### src/rtl/prof_snapshot_reader.sv
// Snapshot-and-read window over six 64-bit cache-profiler counters.
// Define PROF_DELTA_MODE_EN to store per-capture deltas against a running baseline.
module prof_snapshot_reader #(
  parameter int CNT_BITS = 64,
  parameter int XLEN     = 32
) (
  input  logic                clk_i,
  input  logic                rst_i,
  input  logic [CNT_BITS-1:0] iflush_cnt_i,
  input  logic [CNT_BITS-1:0] iflush_ltc_i,
  input  logic [CNT_BITS-1:0] dflush_rd_cnt_i,
  input  logic [CNT_BITS-1:0] dflush_rd_ltc_i,
  input  logic [CNT_BITS-1:0] dflush_wb_cnt_i,
  input  logic [CNT_BITS-1:0] dflush_wb_ltc_i,
  input  logic                snap_i,
  output logic                busy_o,
  input  logic                rd_valid_i,
  input  logic [3:0]          rd_addr_i,
  output logic                rd_ready_o,
  output logic [XLEN-1:0]     rd_data_o,
  output logic                rd_data_valid_o,
  output logic                rd_err_o
);

  typedef enum logic [1:0] {
    S_IDLE    = 2'd0,
    S_CAPTURE = 2'd1,
    S_READY   = 2'd2
  } state_t;

`ifdef PROF_DELTA_MODE_EN
  localparam logic DELTA_EN = 1'b1;
`else
  localparam logic DELTA_EN = 1'b0;
`endif

  state_t              state_r;
  state_t              state_next_s;
  logic                capture_s;
  logic                accept_s;
  logic                held_s;
  logic [CNT_BITS-1:0] cnt_s   [0:5];
  logic [CNT_BITS-1:0] snap_r  [0:5];
  logic [31:0]         snap_id_r;
  logic [XLEN-1:0]     rd_word_s;
  logic                rd_word_err_s;
  logic [XLEN-1:0]     rd_data_r;
  logic                rd_err_r;
  logic                rd_vld_r;

  assign cnt_s[0] = iflush_cnt_i;
  assign cnt_s[1] = iflush_ltc_i;
  assign cnt_s[2] = dflush_rd_cnt_i;
  assign cnt_s[3] = dflush_rd_ltc_i;
  assign cnt_s[4] = dflush_wb_cnt_i;
  assign cnt_s[5] = dflush_wb_ltc_i;

  assign busy_o          = (state_r == S_CAPTURE);
  assign rd_ready_o      = (state_r != S_CAPTURE);
  assign held_s          = (state_r == S_READY);
  assign accept_s        = rd_valid_i & rd_ready_o;
  assign rd_data_o       = rd_data_r;
  assign rd_err_o        = rd_err_r;
  assign rd_data_valid_o = rd_vld_r;

  // State register
  always_ff @(posedge clk_i or negedge rst_i) begin
    if (!rst_i) begin
      state_r <= S_IDLE;
    end else begin
      state_r <= state_next_s;
    end
  end

  // Next state; a snap request while capturing is dropped
  always_comb begin
    state_next_s = state_r;
    capture_s    = 1'b0;
    case (state_r)
      S_IDLE: begin
        if (snap_i) state_next_s = S_CAPTURE;
        else        state_next_s = S_IDLE;
      end
      S_CAPTURE: begin
        capture_s    = 1'b1;
        state_next_s = S_READY;
      end
      S_READY: begin
        if (snap_i) state_next_s = S_CAPTURE;
        else        state_next_s = S_READY;
      end
      default: state_next_s = S_IDLE;
    endcase
  end

`ifdef PROF_DELTA_MODE_EN
  logic [CNT_BITS-1:0] base_r [0:5];

  // Delta capture: store distance from the previous capture, then rebase
  always_ff @(posedge clk_i or negedge rst_i) begin
    if (!rst_i) begin
      for (int k = 0; k < 6; k++) begin
        snap_r[k] <= '0;
        base_r[k] <= '0;
      end
    end else if (capture_s) begin
      for (int k = 0; k < 6; k++) begin
        snap_r[k] <= cnt_s[k] - base_r[k];
        base_r[k] <= cnt_s[k];
      end
    end else begin
      for (int k = 0; k < 6; k++) begin
        snap_r[k] <= snap_r[k];
        base_r[k] <= base_r[k];
      end
    end
  end
`else
  // Raw capture of all six counters in the same cycle
  always_ff @(posedge clk_i or negedge rst_i) begin
    if (!rst_i) begin
      for (int k = 0; k < 6; k++) snap_r[k] <= '0;
    end else if (capture_s) begin
      for (int k = 0; k < 6; k++) snap_r[k] <= cnt_s[k];
    end else begin
      for (int k = 0; k < 6; k++) snap_r[k] <= snap_r[k];
    end
  end
`endif

  // Capture sequence number, wraps at 2^32
  always_ff @(posedge clk_i or negedge rst_i) begin
    if (!rst_i) begin
      snap_id_r <= 32'd0;
    end else if (capture_s) begin
      snap_id_r <= snap_id_r + 32'd1;
    end else begin
      snap_id_r <= snap_id_r;
    end
  end

  // Word map; counter words read as zero until a snapshot exists
  always_comb begin
    rd_word_s     = '0;
    rd_word_err_s = 1'b0;
    case (rd_addr_i)
      4'd12: rd_word_s = snap_id_r;
      4'd13: rd_word_s = {{(XLEN-2){1'b0}}, DELTA_EN, held_s};
      4'd14, 4'd15: rd_word_err_s = 1'b1;
      default: begin
        if (!held_s)          rd_word_s = '0;
        else if (rd_addr_i[0]) rd_word_s = snap_r[rd_addr_i[3:1]][XLEN +: XLEN];
        else                  rd_word_s = snap_r[rd_addr_i[3:1]][0 +: XLEN];
      end
    endcase
  end

  // Registered read response, zeroed whenever not valid
  always_ff @(posedge clk_i or negedge rst_i) begin
    if (!rst_i) begin
      rd_vld_r  <= 1'b0;
      rd_data_r <= '0;
      rd_err_r  <= 1'b0;
    end else if (accept_s) begin
      rd_vld_r  <= 1'b1;
      rd_data_r <= rd_word_s;
      rd_err_r  <= rd_word_err_s;
    end else begin
      rd_vld_r  <= 1'b0;
      rd_data_r <= '0;
      rd_err_r  <= 1'b0;
    end
  end

endmodule

### config.mk
export PLATFORM = sky130hd
export DESIGN_NAME = prof_snapshot_reader
export DESIGN_NICKNAME = d
export VERILOG_FILES = /design/src/rtl/prof_snapshot_reader.sv
export SDC_FILE = /design/constraint.sdc
export NUM_CORES = 1
export LEC_CHECK = 0
export ABC_AREA = 1
export BUFFER_PORTS_ARGS = -buffer_cell sky130_fd_sc_hd__buf_2
export CAP_MARGIN = 0
export CORE_ASPECT_RATIO = 0.75
export CORE_MARGIN = 3
export CORE_UTILIZATION = 60
export CTS_BUF_LIST = sky130_fd_sc_hd__clkbuf_16
export CTS_CLUSTER_SIZE = 10
export DETAILED_ROUTE_END_ITERATION = 8
export GPL_ROUTABILITY_DRIVEN = 0
export PLACE_DENSITY = 0.95
export SLEW_MARGIN = 25
export SYNTH_ARGS = -nofsm -noshare
export SYNTH_HDL_FRONTEND = slang
export SYNTH_SLANG_ARGS = --single-unit
### constraint.sdc
create_clock -name clk_i -period 2.55 [get_ports clk_i]
set_input_delay 0.51 -clock clk_i [delete_from_list [all_inputs] [get_ports clk_i]]
set_output_delay 0.51 -clock clk_i [all_outputs]
set_load 0.1 [all_outputs]
* Yosys cells after proc, flatten, opt, wreduce, memory -nomap -nowiden
Index checks and enable logic that the tools add are counted.
** Storage, ports and cells
- Register bits after elaboration :: 452
- Bits of input ports :: 392
** Cells by class
- Add/sub/neg operators :: 1
- Magnitude comparators :: 1
- Equality and inequality tests :: 7
- Multiplexer cells :: 14
- Bitwise operators :: 2
- Reduce and logical (&&, ||, !) cells :: 2
** Operators by type and width (number)
- $bmux 64 s3 :: 1
- $mux 64 :: 2
- $mux 32 :: 3
- $pmux 32 s3 :: 1
- $add 32x1->32 const B :: 1
- $eq 4x4->1 const B :: 4
- $pmux 2 s3 :: 1
- $mux 1 :: 5
- $ge 4x4->1 const B :: 1
- $not 3->4 :: 1
- $eq 2x1->1 const B :: 1
- $eq 2x2->1 const B :: 1
- $logic_not 2->1 :: 1
- $mux 2 :: 1
- $ne 2x1->1 const B :: 1
- $reduce_or 2->1 :: 1
- $and 1x1->1 :: 1

* Depth between registers and ports, before layout
- Word-level depth :: 8
- Depth in mapped cells :: 10
- Mapped depth without buffers :: 9

* Worst setup path before layout
Ideal clock, no wire load.
- Path kind :: register to output
- Start point :: register state_r[0]
- End point :: output rd_ready_o
- Arrival time :: 1.567 ns
- Path slack :: 0.473 ns
- Stages on the path, launching flop included :: 3
- Path buffers :: 1
- Path through :: dfrtp_1 nand2_1 clkbuf_1
** On the way
- Cells in the longest elaborated chain, start to end :: 1
** Ends and longest elaborated chain
- from (decl) :: line 37 : state_t state_r;
- from (signal assigned) :: line 71 : state_r <= state_next_s;
- $ne 2x1->1 :: line 59 : assign rd_ready_o = (state_r != S_CAPTURE);
- to (decl) :: line 19 : output logic rd_ready_o,
No other way between the ends.

* Worst setup path after layout
Same ends and word-level chain as after synthesis.

==> flow_summary_export.csv <==
group,metric,value,unit
outcome,status,"completed",
sta,finalSetupTns,0,ps
synthesis,syn-cell-area,0.02176,mm²
worst_setup_path,cp-start-kind,"register",
sta,min_period,2279,ps
floorplan,initial_core_util,0.6180,
sta,fin_ws,271.3,ps
placed_design,hpwl,52700,µm
synthesis,yosysSeqAreaShare,0.5198,
cts,cts_num_sinks,452,
route,drt-pass1-iter-count,8,
cts,cts_resized,0,
cts,clock_latency,560,ps
worst_setup_path,cp_cell_sequence,"nand2_1 > buf_2",
grt,grt_pass1_wl,111700,µm
power,ir_drop,0.0004235,V
route,drc_errors,0,
sta,slew_viol_final,0,
job,maxCapViolations,0,
worst_setup_path,crit_fanout,6,
placed_design,placed_area,0.02453,mm²
synthesis,synth_cell_types,25,
power,power.internal,13550,µW
sta,worst_pin_slew,925.1,ps
cells_and_area,mostFrequentLayoutCell,"nand2_1",
cts,htree_levels,2,
floorplan,core_area,0.03521,mm²
route,drt_iter0_drc,3586,
cells_and_area,nNetsFinal,3690,
floorplan,num_rows,59,
sta,post-route-period-util,0.8936,
worst_setup_path,critPathSlowestCell,"buf_2",
synthesis,synth-seq-cells,452,
grt,antenna_found_initial,5,
cts,clock-root-buffer,"clkbuf_16",
sta,skew,16.59,ps
floorplan,io_pins,428,
cells_and_area,areaGrowthSynthToFinish,18.99,%
cts,clk_pin_slew,50,ps
sta,rsz0062_at_grt,"no",
cts,cts_tree,"built",
floorplan,dieArea,0.03861,mm²
route,routed_wl,74870,µm
sta,setup_viol,0,
synthesis,synth.net_count,3319,
sta,hold_slack,159.7,ps
sta,fmax,438.8,MHz
sta,hold_viol,0,
synthesis,synthCells,2926,
grt,overflow,0,
floorplan,die_h,170.9,µm
power,clockPowerShare,0.318,
route,final_antenna_net_count,0,
cts,clk_path_buf_depth,3,
power,power_leakage,0.01379,µW
worst_setup_path,crit_path_end_kind,"primary output",
grt,gr-usage-all-layers,0.3775,
sta,max_slew_margin,0.3776,
power,pwr-share-comb,0.232,
synthesis,synth.avg_cell_area,7.437,µm²
worst_setup_path,critPathMaxStageDelay,510,ps
power,switchingPower,6399,µW
synthesis,yosys_warnings,0,
route,via_per_inst,5.738,
route,wl_per_cell,19.90,µm
power,p_total,19950,µW
power,p_seq_frac,0.451,
power,swShare,0.3208,
route,vias,21588,
worst_setup_path,r2r_setup_slack,490,ps
cells_and_area,layout_common_cells,"1,110 x nand2_1, 452 x dfrtp_1, 426 x inv_1, 423 x buf_2, 405 x o21ai_0",
grt,grt_pass1_vias,20187,
placed_design,port_buffers,427,
placed_design,post-place-ws,401.7,ps
worst_setup_path,crit_required,2040,ps
worst_setup_path,criticalPathCategory,"reg2out",
hold_path,hp-class,"in2reg",
cts,cts-buffers-inserted,51,
cells_and_area,drive_gt1_frac,0.1681,
floorplan,die_w,225.9,µm
worst_setup_path,worstPathArrival,1770,ps
cells_and_area,design_area,0.02589,mm²
power,powerDensity,770.3,mW/mm²
grt,grt_max_degree,176,
## sequential cells by signal (all words and copies together), names as in the netlist
register / cells
snap_r: 384
rd_data_o: 32
snap_id_r: 32
state_r: 2
rd_data_valid_o: 1
rd_err_o: 1
## per-stage QoR
stage               utilization  instances
finish                   0.7353       3762
global route             0.7353       3762
CTS                      0.7350       3758
detailed placement       0.6966       3700
global placement         0.6966       3700
floorplan                     -       2926
## power by group through the flow
stage                     combinational [µW]  sequential [µW]  clock (µW)
final                                   4620             8990        6340
after global routing                    5090             9080        6650
after CTS                               4500             8960        6330
after detailed placement                4390             9060           0
after global placement                  4240             8990           0
after floorplan                         2550             9170           0
## repair_timing
action                                 CTS  global route
setup endpoints to repair                0             0
hold buffers                             1             0
endpoints found under the hold margin   37             0
setup buffers                            0             0
## Yosys cell counts
master	number	share of area
nand3b_1	1	0.00035
o21ai_0	405	0.093
o21ai_1	4	0.00092
ha_1	1	0.00057
nor4_1	3	0.00086
nand4_1	8	0.0023
nor2_4	1	0.00052
dfrtp_1	452	0.52
nor2_1	27	0.0047
buf_1	5	0.00086
a21oi_1	32	0.0074
nand3_1	249	0.057
clkbuf_1	75	0.013
nor3_4	1	0.00075
inv_2	2	0.00035
a31oi_1	1	0.00029
inv_1	425	0.073
nor3_1	6	0.0014
xor2_1	16	0.0064
clkinv_2	1	0.00023
buf_4	2	0.00069
xnor2_1	4	0.0016
nand2_1	1110	0.19
nor2_2	1	0.00029
buf_2	94	0.022
## metal layers
metal,vias to the layer above,GRT usage,share of wire
met5,-,0,0.00015
met2,1648,0.5402,0.42
li1,9688,-,-
met3,368,0.1021,0.13
met1,9882,0.5214,0.37
met4,2,0.2206,0.071
## final cells by class
| cell class | count | area [µm²] |
|---|---|---|
| diodes | 4 | 10.01 |
| clock buffers | 53 | 1326 |
| clock inverters | 4 | 16.27 |
| fillers | 2404 | 9320 |
| inverters | 428 | 1620 |
| multi-input cells | 1870 | 8060 |
| flip-flops and latches | 452 | 11310 |
| well taps | 457 | 571.8 |
| repair buffers | 494 | 2977 |
## worst paths after layout
check | to | depth (start not counted) | startpoint
min | snap_r[110] | 3 | dflush_wb_cnt_i[46]
max in group asynchronous | snap_r[144] | 3 | rst_i
max | rd_ready_o | 2 | state_r[0]
min in group asynchronous | snap_r[115] | 2 | rst_i
max reg2reg | snap_id_r[22] | 7 | state_r[1]
min reg2reg | state_r[0] | 1 | state_r[0]
## logic make-up after synthesis
group                      count (synthesis)  synth area share
AOI/OAI and AO/OA                        442            0.1017
xor gates and xnor gates                  20          0.008050
adders and majority gates                  1         0.0005749
buffers and inverters                    604            0.1100
DFF                                      452            0.5198
and+or+nand+nor                         1407            0.2598
## critical path: cells and delay by family (launching register included)
family / cells / cell delay [ps]
simple gates: 1 / 320
buf+inv: 1 / 510
flops: 1 / 400
(Power assumes the default switching activity.)
